`src/rtl/burst_pkg.sv`:
```
// Shared types, constants and length helpers for the burst request generator.
package burst_pkg;

    localparam int MAX_BURST = 8;
    localparam int LEN_W     = 4;

    typedef enum logic [1:0] {
        IDLE,
        REQ,
        ACTIVE
    } state_t;

    // The grant generator encodes a full burst of MAX_BURST as zero.
    function automatic logic [2:0] len_to_num_grants(input logic [LEN_W-1:0] len);
        logic [2:0] ng;
        if (len == LEN_W'(MAX_BURST)) begin
            ng = 3'd0;
        end else begin
            ng = len[2:0];
        end
        return ng;
    endfunction

    function automatic logic len_legal(input logic [LEN_W-1:0] len);
        return (len != '0) && (len <= LEN_W'(MAX_BURST));
    endfunction

endpackage

```
`src/rtl/burst_cmd_fifo.sv`:
```
// Synchronous command FIFO holding burst lengths; pointers carry an extra wrap bit.
module burst_cmd_fifo
    import burst_pkg::*;
#(
    parameter int unsigned FIFO_DEPTH = 4
) (
    input  logic             i_clk,
    input  logic             i_reset,
    input  logic             i_push,
    input  logic [LEN_W-1:0] i_data,
    input  logic             i_pop,
    output logic             o_full,
    output logic             o_empty,
    output logic [LEN_W-1:0] o_head
);

    localparam int unsigned PTR_W = $clog2(FIFO_DEPTH);

    logic [LEN_W-1:0] r_mem [FIFO_DEPTH];
    logic [PTR_W:0]   r_wr_ptr;
    logic [PTR_W:0]   r_rd_ptr;
    logic             w_do_push;
    logic             w_do_pop;

    assign o_empty = (r_wr_ptr == r_rd_ptr);
    assign o_full  = (r_wr_ptr[PTR_W] != r_rd_ptr[PTR_W]) &&
                     (r_wr_ptr[PTR_W-1:0] == r_rd_ptr[PTR_W-1:0]);
    assign o_head  = r_mem[r_rd_ptr[PTR_W-1:0]];

    assign w_do_push = i_push && !o_full;
    assign w_do_pop  = i_pop && !o_empty;

    always_ff @(posedge i_clk or posedge i_reset) begin
        if (i_reset) begin
            r_wr_ptr <= '0;
            r_rd_ptr <= '0;
        end else begin
            if (w_do_push) begin
                r_wr_ptr <= r_wr_ptr + 1'b1;
            end
            if (w_do_pop) begin
                r_rd_ptr <= r_rd_ptr + 1'b1;
            end
        end
    end

    always_ff @(posedge i_clk) begin
        if (w_do_push) begin
            r_mem[r_wr_ptr[PTR_W-1:0]] <= i_data;
        end
    end

endmodule

```
`src/rtl/burst_req_gen.sv`:
```
// Queues burst commands and issues them to the grant generator, checking the gnt/last stream.
// Optional stats counters are built when BURST_REQ_GEN_STATS_EN is defined.
module burst_req_gen
    import burst_pkg::*;
#(
    parameter int unsigned FIFO_DEPTH = 4
) (
    input  logic             i_clk,
    input  logic             i_reset,
    input  logic             i_cmd_valid,
    output logic             o_cmd_ready,
    input  logic [LEN_W-1:0] i_cmd_len,
    output logic             o_req,
    output logic [2:0]       o_num_grants,
    input  logic             i_gnt,
    input  logic             i_last,
    output logic             o_done,
    output logic [LEN_W-1:0] o_done_len,
    output logic             o_bad_cmd,
    output logic             o_err,
    output logic             o_err_sticky
`ifdef BURST_REQ_GEN_STATS_EN
    ,
    output logic [15:0]      o_burst_cnt,
    output logic [19:0]      o_beat_cnt
`endif
);

    state_t           r_state;
    state_t           w_state_d;
    logic [LEN_W-1:0] r_cur_len;
    logic [LEN_W-1:0] w_cur_len_d;
    logic [LEN_W-1:0] r_cnt;
    logic [LEN_W-1:0] w_cnt_d;
    logic [LEN_W-1:0] w_cnt_inc;
    logic [2:0]       r_num_grants;
    logic [2:0]       w_num_grants_d;
    logic             r_done;
    logic [LEN_W-1:0] r_done_len;
    logic             r_bad_cmd;
    logic             r_err;
    logic             r_err_sticky;

    logic             w_accept;
    logic             w_push;
    logic             w_bad_set;
    logic             w_pop;
    logic             w_done_set;
    logic             w_err_set;
    logic             w_fifo_full;
    logic             w_fifo_empty;
    logic [LEN_W-1:0] w_head;

    burst_cmd_fifo #(
        .FIFO_DEPTH(FIFO_DEPTH)
    ) u_fifo (
        .i_clk   (i_clk),
        .i_reset (i_reset),
        .i_push  (w_push),
        .i_data  (i_cmd_len),
        .i_pop   (w_pop),
        .o_full  (w_fifo_full),
        .o_empty (w_fifo_empty),
        .o_head  (w_head)
    );

    // Illegal lengths are still handshaken so the client never stalls on them.
    assign o_cmd_ready = !w_fifo_full;
    assign w_accept    = i_cmd_valid && o_cmd_ready;
    assign w_push      = w_accept && len_legal(i_cmd_len);
    assign w_bad_set   = w_accept && !len_legal(i_cmd_len);

    assign w_cnt_inc = (r_cnt < LEN_W'(MAX_BURST)) ? (r_cnt + LEN_W'(1)) : r_cnt;

    always_comb begin
        w_state_d      = r_state;
        w_cur_len_d    = r_cur_len;
        w_cnt_d        = r_cnt;
        w_num_grants_d = r_num_grants;
        w_pop          = 1'b0;
        w_done_set     = 1'b0;
        w_err_set      = 1'b0;

        unique case (r_state)
            IDLE: begin
                if (i_gnt) begin
                    w_err_set = 1'b1;
                end else if (!w_fifo_empty) begin
                    w_pop          = 1'b1;
                    w_cur_len_d    = w_head;
                    w_num_grants_d = len_to_num_grants(w_head);
                    w_state_d      = REQ;
                end
            end
            REQ: begin
                w_err_set = i_gnt;
                w_cnt_d   = '0;
                w_state_d = ACTIVE;
            end
            ACTIVE: begin
                if (!i_gnt) begin
                    w_err_set = 1'b1;
                    w_state_d = IDLE;
                end else if (i_last && (w_cnt_inc == r_cur_len)) begin
                    w_done_set = 1'b1;
                    w_state_d  = IDLE;
                end else if (i_last || (w_cnt_inc == r_cur_len)) begin
                    w_err_set = 1'b1;
                    w_state_d = IDLE;
                end else begin
                    w_cnt_d = w_cnt_inc;
                end
            end
            default: begin
                w_state_d = IDLE;
            end
        endcase
    end

    always_ff @(posedge i_clk or posedge i_reset) begin
        if (i_reset) begin
            r_state      <= IDLE;
            r_cur_len    <= '0;
            r_cnt        <= '0;
            r_num_grants <= '0;
        end else begin
            r_state      <= w_state_d;
            r_cur_len    <= w_cur_len_d;
            r_cnt        <= w_cnt_d;
            r_num_grants <= w_num_grants_d;
        end
    end

    always_ff @(posedge i_clk or posedge i_reset) begin
        if (i_reset) begin
            r_done       <= 1'b0;
            r_done_len   <= '0;
            r_bad_cmd    <= 1'b0;
            r_err        <= 1'b0;
            r_err_sticky <= 1'b0;
        end else begin
            r_done    <= w_done_set;
            r_bad_cmd <= w_bad_set;
            r_err     <= w_err_set;
            if (w_done_set) begin
                r_done_len <= r_cur_len;
            end
            if (w_err_set) begin
                r_err_sticky <= 1'b1;
            end
        end
    end

    assign o_req        = (r_state == REQ);
    assign o_num_grants = r_num_grants;
    assign o_done       = r_done;
    assign o_done_len   = r_done_len;
    assign o_bad_cmd    = r_bad_cmd;
    assign o_err        = r_err;
    assign o_err_sticky = r_err_sticky;

`ifdef BURST_REQ_GEN_STATS_EN
    logic [15:0] r_burst_cnt;
    logic [19:0] r_beat_cnt;
    logic [20:0] w_beat_sum;

    assign w_beat_sum = {1'b0, r_beat_cnt} + 21'(r_cur_len);

    // Burst count wraps; beat total saturates.
    always_ff @(posedge i_clk or posedge i_reset) begin
        if (i_reset) begin
            r_burst_cnt <= '0;
            r_beat_cnt  <= '0;
        end else if (w_done_set) begin
            r_burst_cnt <= r_burst_cnt + 16'd1;
            r_beat_cnt  <= w_beat_sum[20] ? '1 : w_beat_sum[19:0];
        end
    end

    assign o_burst_cnt = r_burst_cnt;
    assign o_beat_cnt  = r_beat_cnt;
`endif

endmodule
```
`config.mk`:
```
export PLATFORM = sky130hd
export DESIGN_NAME = burst_req_gen
export DESIGN_NICKNAME = d
export VERILOG_FILES = /design/src/rtl/burst_pkg.sv /design/src/rtl/burst_cmd_fifo.sv /design/src/rtl/burst_req_gen.sv
export SDC_FILE = /design/constraint.sdc
export NUM_CORES = 1
export LEC_CHECK = 0
export BUFFER_PORTS_ARGS = -buffer_cell sky130_fd_sc_hd__buf_2
export CORE_UTILIZATION = 50
export CTS_BUF_LIST = sky130_fd_sc_hd__clkbuf_8
export DETAILED_ROUTE_END_ITERATION = 8
export MAX_ROUTING_LAYER = met4
export PLACE_DENSITY_LB_ADDON = 0.3
export SYNTH_ARGS = -nofsm -noshare
export SYNTH_HDL_FRONTEND = slang
export SYNTH_SLANG_ARGS = --single-unit
```
`constraint.sdc`:
```
create_clock -name i_clk -period 3.9 [get_ports i_clk]
set_input_delay 0.195 -clock i_clk [delete_from_list [all_inputs] [get_ports i_clk]]
set_output_delay 0.195 -clock i_clk [all_outputs]
set_load 0.05 [all_outputs]
```
; ---- Word-level counts from Yosys, hierarchy flattened
; Memories as Yosys holds them, arrays and structs flattened.
; Cells that the tools add are included.
[totals]
output_inout_bits = 13
ram_bits = 16
n_memories = 1
regBits = 27
[mem_list]
columns = memory, words, word_bits, rd, rd_ports_with_merged_regs, write_ports, line_no
row1 = u_fifo.r_mem, 4, 4, 1, 0, 1, burst_cmd_fifo.sv:19  ; logic [LEN_W-1:0] r_mem [FIFO_DEPTH];
[op_classes]
bitwise_logic = 2
eq_ne = 13
n_lt_le_gt_ge = 2
n_addsub = 3
n_mux = 25
reduce_logical = 18
[ops]
columns = operator, count
row1 = two-way mux 4 bit, 4
row2 = two-way mux 1 bit, 12
row3 = two-way mux 2 bit, 5
row4 = "inequality test 2 bit, second input constant", 5
row5 = logical AND 1 bit, 8
row6 = case mux 4 bit (2 select lines), 1
row7 = "adder 3 x 1 -> 3 bit, second input constant", 2
row8 = case mux 2 bit (3 select lines), 1
row9 = AND reduction 3 bit, 2
row10 = "adder 4 x 1 -> 4 bit, second input constant", 1
row11 = equality test 4 bit, 1
row12 = "equality test 4 bit, second input constant", 1
row13 = "<= comparator 4 bit, second input constant", 1
row14 = "< comparator 4 bit, second input constant", 1
row15 = "inequality test 4 bit, second input constant", 1
row16 = AND reduction 4 bit, 1
row17 = nonzero test 4 bit, 1
row18 = equality test 3 bit, 1
row19 = logical NOT 1 bit, 3
row20 = two-way mux 3 bit, 1
row21 = case mux 1 bit (3 select lines), 1
row22 = "equality test 2 x 1 -> 1 bit, second input constant", 1
row23 = equality test 2 bit, 1
row24 = "equality test 2 bit, second input constant", 1
row25 = other kinds (5), 6

; ---- Logic depth before layout (Yosys ltp)
[depth]
word_depth = 8
ltp_mapped = 10
ltp_nobuf = 10

; ---- Modules after synthesis
; Synthesis repeated with hierarchy kept, for this count alone.
[unflattened]
hier_cells = 166
area_unflattened_um2 = 2094.5
[by_module_without_submodules]
columns = module, area_each_um2, cells_per_inst, seq_area_each_um2, instances
row1 = burst_cmd_fifo, 1089.8, 71, 630.6, 1
row2 = burst_req_gen, 1004.7, 95, 525.5, 1

; ---- Least setup slack after synthesis
; No wires, ideal clock.
[synth_path]
path_kind = register -> register
start = register r_cnt[0]
end = register r_cnt[0]
arrival_time_ns = 2.293
setup_time_ns = 0.125
setup_slack_ns = 1.482
required_time_ns = 3.775
path_stages_with_launch = 10
synth_period_minus_slack_ns = 2.418
cell_sequence = dfrtp_1 > ha_1 > xor2_1 > nor3_1 > a31oi_1 > or3_1 > ha_1 > nand3b_1 > mux2_1 > mux2_2
[synth_between]
elab_chain_cells = 6
[synth_lines]
columns = element, line_no
row1 = from (decl), burst_req_gen.sv:33  ; logic [LEN_W-1:0] r_cnt;
row2 = from (signal assigned), burst_req_gen.sv:129  ; r_cnt <= w_cnt_d;
row3 = adder 4 x 1 -> 4 bit or < comparator 4 bit (tied branches), burst_req_gen.sv:73  ; assign w_cnt_inc = (r_cnt < LEN_W'(MAX_BURST)) ? (r_cnt + LEN_W'(1)) : r_cnt;
row4 = two-way mux 4 bit *, burst_req_gen.sv:73
row5 = equality test 4 bit or two-way mux 4 bit (tied branches), "burst_req_gen.sv:104, burst_req_gen.sv:107"
row6 = logical OR 1 bit (tied with other cells), burst_req_gen.sv:107  ; end else if (i_last || (w_cnt_inc == r_cur_len)) begin
row7 = inequality test 2 bit (no line) or two-way mux 4 bit (tied branches), n/a
row8 = AND reduction 4 bit (no line) or case mux 4 bit (2 select lines) (tied branches), n/a
; Mark *: on every way between the ends. The rest lies on a longest branch, timed or not. The select of a mux whose other input is x is not followed.
; A chain may end at the register's enable or synchronous reset.

; ---- Final worst setup path
; Ends and elaborated chain as after synthesis.

==> flow_summary.ini <==
[logic_synthesis]
synthTopCellsByArea = dfrtp_1 35%, edfxtp_1 25%, ha_1 5.1%, mux4_2 4.6%, mux2_2 4.0%
yosysWarnings = 0
yosys.area.top_type = dfrtp_1
netlist.area_leader.share_pct = 34.7
syn_nets = 150
synth_cell_types = 33
synth_cells = 133
ys_ff_latch = 43
syn_area_um2 = 1950
synth.avg_cell_area_um2 = 14.6
seq_area_frac_synth_pct = 59.3

[placed_design]
hpwl_mm = 2.29
place_congestion = 0.821
placed_cells = 200
portBuffers = 21

[grt]
grtUsageTotal_pct = 18.2
grt_max_degree = 28
antenna_found_initial = 0
grt_pass1_vias = 1074
grt_first_pass_wirelength_mm = 5.13
gr-total-overflow = 0

[drt]
wirelength_mm = 3.10
wire_per_inst_um = 14.9
vias_per_cell = 5.26
drt_pre_antenna_iters = 4
postRouteAntennaNets = 0
vias = 1094
drc_errors = 0
drt-initial-drc-count = 55

[clock_tree]
clockBufferDepth = 2
cts_inserted_buffers = 5
clkTransAtPathRegs_ps = 80
cts_max_level = 2
cts_tree = done
clock_latency_ps = 300
cts_sinks = 43
cts_root_buf = clkbuf_8
hold_buffers = 0
cts_setup_buffers = 0
cts_resized = 0

[die]
pin_count = 22
rows = 22
core-area_um2 = 3690
die-width_um = 64.4
dieArea_um2 = 4150
die_h_um = 64.4
start_util_pct = 52.8

[worst_setup_path]
worstReg2RegStart = r_cnt[0]$_DFFE_PP0P_
crit_type = reg2reg
crit_path_max_fanout = 6
critPathMostFrequentCell = ha_1
max_stage_delay_ps = 430
start_kind = register
r2r-end = r_cnt[0]$_DFFE_PP0P_
critPathSlowestCell = dfrtp_1
r2r_cells = 9
required_ps = 4090
end_kind = register
cp.arrival_ps = 2840
cp_cell_sequence = ha_1 -> xor2_1 -> nor3_1 -> a31oi_1 -> or3_1 -> ha_1 -> nand3b_1 -> mux2_1 -> mux2_2
rrSetupSlack_ps = 1240

[layout]
num_antenna_cells = 0
final_common_cell = dfrtp_1
drive_above_1_share_pct = 29.4
area_delta_synth_final_pct = 12.0
final_nets = 176
final_cell_mix = 27 x dfrtp_1, 21 x buf_2, 16 x edfxtp_1, 10 x inv_1, 8 x ha_1
instances_no_fill = 208

[timing]
finClkSkew_ps = 10.5
min_period_over_period_pct = 68.1
tightest_slew_ps = 994
fmax_mhz = 377
setup_viol = 0
timing.slew.headroom_pct = 33.3
post-route-min-period_ps = 2660
setup_tns_ps = 0
hold_viol = 0
final_max_slew_viol_count = 0
rsz0062_at_grt = no

[worst_hold_path]
hp-class = in2async

[run]
cap_violations = 0

[power_and_ir_drop]
leakagePower_nw = 1.02
fin_total_pwr_mw = 1.73
power_density_nw_per_um2 = 792
vdd_ir_drop_max_mv = 0.297

[outcome]
status = finished, final reports clean
## critical path, delay by kind of cell (launching register included)
| family | cells | cell delay [ps] |
|---|---|---|
| DFF | 1 | 430 |
| and+or+nand+nor | 3 | 690 |
| muxes | 2 | 630 |
| xor gates and xnor gates | 1 | 160 |
| AOI/OAI and AO/OA | 1 | 80 |
| adders and majority gates | 2 | 550 |
## final cells by class
| cell class | instances | area (µm²) |
|---|---|---|
| multi-input cells | 78 | 739 |
| fillers | 305 | 1510 |
| inverters | 10 | 37.5 |
| clock inverters | 3 | 15.0 |
| flip-flops and latches | 43 | 1160 |
| clock buffers | 5 | 68.8 |
| repair buffers | 21 | 105 |
| well taps | 48 | 60.1 |
## logic make-up after synthesis
logic type	after synthesis	share of synthesized area, %
AND/OR/NAND/NOR	27	8.99
flip-flops	43	59.3
AO/OA/AOI/OAI	13	4.94
buffers and inverters	12	2.70
XOR/XNOR	15	7.71
adder cells (fa/ha/maj)	8	5.14
multiplexers	15	11.2
## flip-flops by register name, indices dropped and copies added (netlist names)
register and count:
o_done_len 4, o_done 1, r_state 2, o_err_sticky 1
u_fifo.r_wr_ptr 3, u_fifo.r_rd_ptr 3, o_err 1, o_num_grants 3
o_bad_cmd 1, r_cur_len 4, u_fifo.r_mem 16, r_cnt 4
## metrics by stage
stage	worst slack, ps	hold slack [ps]	cell area [µm²]	utilization (%)
after global routing	1140	121	2180	59.2
after detailed placement	1290	427	2100	56.9
after floorplan	1480	248	1950	-
final	1240	123	2180	59.2
after global placement	1410	427	2100	56.9
after CTS	1280	114	2180	59.2
## cells in the mapped netlist
master / number
o31ai_2: 1
xor2_4: 1
a21oi_1: 1
ha_1: 8
inv_2: 1
or3_1: 1
and3_1: 1
mux4_2: 4
inv_1: 9
and3b_1: 1
nor3b_2: 1
nor2_1: 2
xnor2_1: 7
a21o_1: 7
edfxtp_1: 16
a22o_1: 1
a31oi_1: 2
nand3b_1: 1
nor3_1: 5
mux2_2: 7
mux2_4: 1
and2_1: 3
dfrtp_1: 27
or3_4: 1
mux2_1: 3
xor2_1: 7
nor3b_4: 1
nand2b_1: 2
o21ai_0: 1
nand2_1: 4
or2_2: 1
buf_4: 2
nor2b_1: 3
## worst max path at each step
stage / start / endpoint / cells after the start
2_1_floorplan: r_cnt[0]$_DFFE_PP0P_ / r_cnt[0]$_DFFE_PP0P_ / 9
3_3_place_gp: r_cnt[0]$_DFFE_PP0P_ / r_cnt[0]$_DFFE_PP0P_ / 9
3_5_place_dp: r_cnt[0]$_DFFE_PP0P_ / r_cnt[0]$_DFFE_PP0P_ / 9
4_1_cts: r_cnt[0]$_DFFE_PP0P_ / r_cnt[0]$_DFFE_PP0P_ / 9
5_1_grt: r_cnt[0]$_DFFE_PP0P_ / r_cnt[0]$_DFFE_PP0P_ / 9
6_report: r_cnt[0]$_DFFE_PP0P_ / r_cnt[0]$_DFFE_PP0P_ / 9
## metal layers
metal / GRT usage (%) / vias up / routed length [µm]
met5: - / - / 0
met4: 11.7 / 0 / 85
met3: 4.23 / 7 / 120
met2: 30.0 / 26 / 1620
met1: 19.8 / 540 / 1270
li1: - / 521 / -
## power by group
group	leakage, nW	switching (mW)	internal [mW]
combinational	0.485	0.431	0.301
clock	0.0496	0.146	0.123
sequential	0.485	0.125	0.602
No activity file was read; power rests on OpenSTA's default activity.
